### src/rtl/arch_rf_pkg.sv
// Shared types and default sizes for the multi-port architectural register file.
package arch_rf_pkg;

    localparam int DEF_NUM_ARCH_REGS  = 32;
    localparam int DEF_REG_VAL_WIDTH  = 32;
    localparam int DEF_NUM_COMMITS    = 2;
    localparam int DEF_NUM_READ_PORTS = 2;

    typedef enum logic [1:0] {
        reg_commit_none   = 2'd0,
        reg_commit_wb     = 2'd1,
        reg_commit_store  = 2'd2,
        reg_commit_branch = 2'd3
    } commit_type_t;

    typedef enum logic [1:0] {
        DUMP_IDLE   = 2'd0,
        DUMP_STREAM = 2'd1,
        DUMP_DONE   = 2'd2
    } dump_state_t;

endpackage

### src/rtl/arch_regfile_mp_dump_fsm.sv
// Dump sequencer: walks the register index space under ready/valid and pulses done after the last beat.
module arch_rf_dump_fsm
    import arch_rf_pkg::*;
#(
    parameter int NUM_ARCH_REGS = DEF_NUM_ARCH_REGS,
    parameter int ADDR_W        = $clog2(NUM_ARCH_REGS)
) (
    input  logic              clk,
    input  logic              reset,
    input  logic              dump_req,
    input  logic              dump_ready,
    output logic              dump_busy,
    output logic              dump_valid,
    output logic              dump_done,
    output logic [ADDR_W-1:0] dump_idx
);

    localparam logic [ADDR_W-1:0] LAST_IDX = ADDR_W'(NUM_ARCH_REGS - 1);

    dump_state_t       state_q, state_d;
    logic [ADDR_W-1:0] idx_q, idx_d;

    always_comb begin
        state_d = state_q;
        idx_d   = idx_q;
        case (state_q)
            DUMP_IDLE: begin
                if (dump_req) begin
                    state_d = DUMP_STREAM;
                    idx_d   = '0;
                end
            end
            DUMP_STREAM: begin
                if (dump_ready) begin
                    // Index returns to zero so idle/done never present a stale index.
                    if (idx_q == LAST_IDX) begin
                        state_d = DUMP_DONE;
                        idx_d   = '0;
                    end else begin
                        idx_d = idx_q + ADDR_W'(1);
                    end
                end
            end
            DUMP_DONE: state_d = DUMP_IDLE;
            default: begin
                state_d = DUMP_IDLE;
                idx_d   = '0;
            end
        endcase
    end

    always_ff @(posedge clk) begin
        if (reset) begin
            state_q <= DUMP_IDLE;
            idx_q   <= '0;
        end else begin
            state_q <= state_d;
            idx_q   <= idx_d;
        end
    end

    assign dump_busy  = (state_q != DUMP_IDLE);
    assign dump_valid = (state_q == DUMP_STREAM);
    assign dump_done  = (state_q == DUMP_DONE);
    assign dump_idx   = idx_q;

endmodule

### src/rtl/arch_regfile_mp.sv
// Multi-port architectural register file: in-order commit writes, registered reads with optional bypass, state dump.
module arch_regfile_mp
    import arch_rf_pkg::*;
#(
    parameter int NUM_ARCH_REGS  = DEF_NUM_ARCH_REGS,
    parameter int REG_VAL_WIDTH  = DEF_REG_VAL_WIDTH,
    parameter int NUM_COMMITS    = DEF_NUM_COMMITS,
    parameter int NUM_READ_PORTS = DEF_NUM_READ_PORTS,
    parameter bit BYPASS_EN      = 1'b1,
    parameter int ADDR_W         = $clog2(NUM_ARCH_REGS)
) (
    input  logic                                          clk,
    input  logic                                          reset,
    input  logic         [NUM_COMMITS-1:0]                commit_valid,
    input  commit_type_t                                  commit_type [NUM_COMMITS],
    input  logic         [NUM_COMMITS-1:0][ADDR_W-1:0]    commit_arch_reg_addr,
    input  logic         [NUM_COMMITS-1:0][REG_VAL_WIDTH-1:0] commit_value,
    input  logic         [NUM_READ_PORTS-1:0]             rd_en,
    input  logic         [NUM_READ_PORTS-1:0][ADDR_W-1:0] rd_addr,
    output logic         [NUM_READ_PORTS-1:0][REG_VAL_WIDTH-1:0] rd_value,
    output logic         [NUM_READ_PORTS-1:0]             rd_valid,
    input  logic                                          dump_req,
    output logic                                          dump_busy,
    output logic                                          dump_valid,
    input  logic                                          dump_ready,
    output logic         [ADDR_W-1:0]                     dump_idx,
    output logic         [REG_VAL_WIDTH-1:0]              dump_value,
    output logic                                          dump_done
);

    logic [REG_VAL_WIDTH-1:0] regs_q [NUM_ARCH_REGS];
    logic [REG_VAL_WIDTH-1:0] regs_d [NUM_ARCH_REGS];
    logic [NUM_COMMITS-1:0]   wr_en;
    logic [NUM_READ_PORTS-1:0][REG_VAL_WIDTH-1:0] rd_value_q, rd_value_d;
    logic [NUM_READ_PORTS-1:0] rd_valid_q, rd_valid_d;

    always_comb begin
        wr_en = '0;
        for (int i = 0; i < NUM_COMMITS; i++) begin
            wr_en[i] = commit_valid[i] && (commit_type[i] == reg_commit_wb) &&
                       (commit_arch_reg_addr[i] != '0);
        end
    end

    // Ascending slot order lets the youngest commit overwrite older ones to the same register.
    always_comb begin
        regs_d = regs_q;
        for (int i = 0; i < NUM_COMMITS; i++) begin
            if (wr_en[i]) begin
                regs_d[commit_arch_reg_addr[i]] = commit_value[i];
            end
        end
        regs_d[0] = '0;
    end

    always_comb begin
        rd_value_d = rd_value_q;
        rd_valid_d = rd_en;
        for (int p = 0; p < NUM_READ_PORTS; p++) begin
            if (rd_en[p]) begin
                rd_value_d[p] = regs_q[rd_addr[p]];
                if (BYPASS_EN) begin
                    for (int i = 0; i < NUM_COMMITS; i++) begin
                        if (wr_en[i] && (commit_arch_reg_addr[i] == rd_addr[p])) begin
                            rd_value_d[p] = commit_value[i];
                        end
                    end
                end
            end
        end
    end

    always_ff @(posedge clk) begin
        if (reset) begin
            regs_q     <= '{default: '0};
            rd_value_q <= '0;
            rd_valid_q <= '0;
        end else begin
            regs_q     <= regs_d;
            rd_value_q <= rd_value_d;
            rd_valid_q <= rd_valid_d;
        end
    end

    assign rd_value = rd_value_q;
    assign rd_valid = rd_valid_q;

    arch_rf_dump_fsm #(
        .NUM_ARCH_REGS (NUM_ARCH_REGS),
        .ADDR_W        (ADDR_W)
    ) u_dump_fsm (
        .clk        (clk),
        .reset      (reset),
        .dump_req   (dump_req),
        .dump_ready (dump_ready),
        .dump_busy  (dump_busy),
        .dump_valid (dump_valid),
        .dump_done  (dump_done),
        .dump_idx   (dump_idx)
    );

    // Dump beats see the live array, so commits landing mid-dump reach beats not yet sent.
    assign dump_value = dump_valid ? regs_q[dump_idx] : '0;

endmodule

### config.mk
export PLATFORM = sky130hd
export DESIGN_NAME = arch_regfile_mp
export DESIGN_NICKNAME = d
export VERILOG_FILES = /design/src/rtl/arch_rf_pkg.sv /design/src/rtl/arch_regfile_mp_dump_fsm.sv /design/src/rtl/arch_regfile_mp.sv
export SDC_FILE = /design/constraint.sdc
export NUM_CORES = 2
export LEC_CHECK = 0
export ABC_CLOCK_PERIOD_IN_PS = 3190
export CORE_UTILIZATION = 64
export DETAILED_ROUTE_END_ITERATION = 6
export HOLD_SLACK_MARGIN = 0.1
export PLACE_DENSITY = 0.93
export SETUP_SLACK_MARGIN = 0.4
export SLEW_MARGIN = 20
export SYNTH_ARGS = -nofsm -noshare
export SYNTH_HDL_FRONTEND = slang
export SYNTH_HIERARCHICAL = 1
export SYNTH_SLANG_ARGS = --single-unit
### constraint.sdc
create_clock -name clk -period 3.19 [get_ports clk]
set_input_delay 0.957 -clock clk [delete_from_list [all_inputs] [get_ports clk]]
set_output_delay 0.957 -clock clk [all_outputs]
set_load 0.1 [all_outputs]
==> results of run 1 <==
[metal layers]
metal  GRT usage, %  overflow
met1           88.7       448
met2           98.7      1208
met3           90.2       481
met4           88.8       626
met5           84.8        65
[cells by family after synthesis]
kind of cell | Yosys count | synth area share, %
compound gates | 1754 | 18.0
xor+xnor | 22 | 0.262
fa+ha+maj | 2 | 0.0340
buf+inv | 1107 | 6.61
flops | 1065 | 29.0
mux | 1696 | 34.4
simple gates | 1984 | 11.7
[cell usage after synthesis (all sizes together), types with 5 or more instances]
master	instances	share of area, %
a211oi	770	7.9
a21oi	176	1.2
a221oi	96	1.1
a22o	31	0.37
a311o	31	0.42
a311oi	288	3.4
and3b	5	0.060
buf	419	3.1
clkbuf	655	3.3
dfxtp	1065	29
inv	33	0.17
mux2	224	3.4
mux2i	830	11
mux4	642	20
nand2	340	1.7
nand2b	7	0.063
nand3	357	2.5
nor2	1030	5.3
nor2b	137	1.2
nor3	69	0.50
nor3b	8	0.082
nor4	5	0.11
o2111ai	33	0.39
o21ai	65	0.44
o21bai	33	0.34
o22ai	95	0.82
o311a	32	0.44
o31ai	31	0.32
o32ai	65	0.77
or2	7	0.060
xnor2	5	0.060
xor2	17	0.20
[through the flow]
step                      utilization [%]  cell area, µm²  hold WS [ps]
after floorplan                         -           74200           432
after global placement               71.9           82100           471
after detailed placement             71.9           82100           483
after CTS                            76.3           87100           511
[what timing repair did]
| item | in CTS |
|---|---|
| gates cloned | 7 |
| buffers inserted | 29 |
| gates resized for setup | 93 |
| pin swaps | 12 |
| setup endpoints to repair | 67 |
==> results.toml, run 1 <==
[placed_design]
dpl.cell_count = 8937
dpl_worst_slack_ps = -288
io_buffers = 201
gp_congestion = 1.10
hpwl_mm = 223

[synthesis]
ys_warn_count = 6
synth_ff_type = "dfxtp_1"
syn_nets = 7728
synth-edff-count = 0
netlist_area_mm2 = 0.0736
ys_seq_area_share_pct = 29.0
synth-async-reset-ratio_pct = 0
ys_seq_elements = 1065
synth.distinct_cells = 66
syn_area_per_cell_um2 = 9.65
syn_inst = 7630

[clock_network]
cts_hold_buf = 0
htree_levels = 3
cts_buffer_depth = 3
clock-sinks = 1065
cts_buffers = 112
root_buffer = "clkbuf_16"

[global_routing]
grt.total_usage_pct = 91.8
grt.overflow.total = 2828
grt_pass1_vias = 104000
grt_max_degree = 173
grt_pass1_wl_mm = 786

[floorplan]
initial_core_util_pct = 64.5
die_x_um = 341
pin_count = 202
rows = 124
die_y_um = 341

[outcome]
haltStage = "5_1_grt"
error = "[ERROR GRT-0116] Global routing finished with congestion. Check the congestion regions in the DRC Viewer."
status = "did not finish"
==> run 2, diff against run 1 <==
Settings changed: CORE_UTILIZATION 64 to 40, HOLD_SLACK_MARGIN 0.1 to unset, PLACE_DENSITY 0.93 to unset, PLACE_DENSITY_LB_ADDON set to 0.15, SETUP_SLACK_MARGIN 0.4 to unset.
==> run 2 against run 1 <==
Net effect:
- the flow now finishes, with violations (DRC, setup timing)
- synthesized area unchanged
- synthesized cell count unchanged
==> results.toml, run 2 <==
[pwr]
p_total_w = 0.0353
p_leak_nw = 31.2
powerDensity_mw_per_mm2 = 392
ir_worst_vdd_v = 0.000383

[floorplan]
core_mm2 = 0.183
rows = 157
die_x_um = 431
dieArea_mm2 = 0.186
die_y_um = 431
pin_count = 202
initial_core_util_pct = 40.2

[final_layout]
area_delta_synth_final_pct = 22.3
multi_input_area_mm2 = 0.0486
final_cell_mix = "dfxtp_1 (1060), nor2_1 (1016), mux2i_1 (827)"
stdcell_area_mm2 = 0.0900
regArea_mm2 = 0.0213
fillers = 16500
regMostFlops = "regs_q"
final_common_cell = "dfxtp_1"
fin_util_pct = 49.2
largest_reg_flops = 992
drive_gt1_share_pct = 28.3
final_nets = 7807

[drt]
firstDrtPassIters = 7
drt_wl_total_mm = 375
routedWlPerCell_um = 36.4
drc = 6
vias = 72700
ant_nets = 0
vias_per_cell = 7.07
drtIter0Drc = 10800

[outcome]
status = "finished, violations left"
violations = "DRC, setup timing"

[synthesis]
synth_top_area_share_pct = 29.0
synth.distinct_cells = 66
syn_nets = 7728
netlist_area_mm2 = 0.0736
ys_seq_area_share_pct = 29.0
ys_seq_elements = 1065
syn_inst = 7630
synth-async-reset-ratio_pct = 0
synth-edff-count = 0
synth_ff_type = "dfxtp_1"
ys_warn_count = 6
syn_area_per_cell_um2 = 9.65
yosysMostFrequentCell = "dfxtp_1"
ys_top_cells_by_count = "dfxtp_1 (1065), nor2_1 (1019), mux2i_1 (830)"
synth_top_area_cell = "dfxtp_1"
synth.top_cells.by_area = "dfxtp_1 (29%), mux4_2 (20%), mux2i_1 (11%)"

[global_routing]
grt.overflow.total = 0
grt.total_usage_pct = 39.2
antenna_found_initial = 10
grt_pass1_wl_mm = 528
grt_pass1_vias = 68400
grt_max_degree = 179

[clock_network]
cts_tree = "done"
clock-sinks = 1065
cts_buffers = 135
htree_levels = 4
root_buffer = "clkbuf_16"
insertion_delay_ps = 820
clk_pin_slew_worst_paths_ps = 60
cts_buffer_depth = 3

[placed_design]
gp_congestion = 0.985
io_buffers = 201
hpwl_mm = 245
place_area_mm2 = 0.0845

[timing]
skew_ps = 33.2
setup_tns_ps = -32780
finalCritPeriodShare_pct = 135
postLayoutSetupSlackWorst_ps = -1110
slew_headroom_pct = 29.3
fmax_ghz = 0.232
rsz0062_at_grt = "true"
drv_slew = 0
setup_viol = 32
finalCriticalPeriod_ps = 4300
tightest_slew_ps = 1060
hold_viol = 0

[run]
max_cap_violations = 0

[critical_path]
worst-path-max-fanout = 15
critPathLaunchType = "flip-flop"
critPathCaptureType = "output pin"
cp.arrival_ps = 3350
critPathKind = "flip-flop to output pin"
slowest_stage = "mux4_2"
cp_slowest_stage_delay_ps = 520
path_cells = "buf_12 -> buf_16 -> mux4_2 -> mux4_2 -> a21oi_4 -> buf_6 -> nor2b_4 -> buf_12"
crit_required_ps = 2230

[min_path]
min_path_type = "primary input to flip-flop"
run 2: worst max-delay path: cells and delay by family, from the launching register on:
kind	cells	cell delay (ps)
AND/OR/NAND/NOR	1	40
buffers and inverters	4	710
flip-flops	1	400
multiplexers	2	1030
AO/OA/AOI/OAI	1	330
run 2: worst paths after layout:
check	end	startpoint	slack [ps]	cells past startpoint
setup / recovery	dump_value[3]	u_dump_fsm/dump_idx[0]	-1110	8
hold / removal	rd_valid[0]	rd_en[0]	490	2
setup reg to reg	u_dump_fsm/dump_idx[0]	u_dump_fsm/dump_idx[0]	660	10
hold reg to reg	u_dump_fsm/state_q[0]	u_dump_fsm/state_q[1]	490	1
run 2: layer usage:
layer,track usage (%),share of wire [%]
met5,0,0.013
met4,28.9,8.6
met3,9.13,11
met2,58.2,43
met1,49.7,37
run 2: cell families after synthesis:
family	count (synthesis)	synth area share, %
AOI/OAI and AO/OA	1754	18.0
muxes	1696	34.4
adders and majority gates	2	0.0340
xor gates and xnor gates	22	0.262
and+or+nand+nor	1984	11.7
buffers and inverters	1107	6.61
DFF	1065	29.0
run 2: report_power, final:
group / switching, W / internal, W
registers: 0.000213 / 0.0134
logic: 0.00348 / 0.00184
clock network: 0.00667 / 0.00962
run 2: area by class of cell:
type	count	area share, %
Antenna cell	8	0.0222
Clock buffer	205	4.52
Clock inverter	38	0.560
Inverter	33	0.140
Multi-Input combinational cell	5458	54.0
Sequential cell	1065	23.7
Tap cell	2464	3.43
Timing Repair Buffer	1016	13.6
run 2: what timing repair did:
item | CTS | global route
pin swaps | 3 | 10
hold buffers | 0 | 0
endpoints found under the setup margin | 33 | 33
cloned | 2 | 1
buffers inserted | 19 | 11
resized for setup | 70 | 32
run 2: per-stage QoR:
step                hold WS [ps]  setup slack, ps  cells
floorplan                    432            -66.5   7630
global placement             471             -467  10000
detailed placement           479             -433  10000
CTS                          460            -1080  10300
global route                 474            -1130  10300
finish                       491            -1110  10300
(Power assumes the default switching activity.)
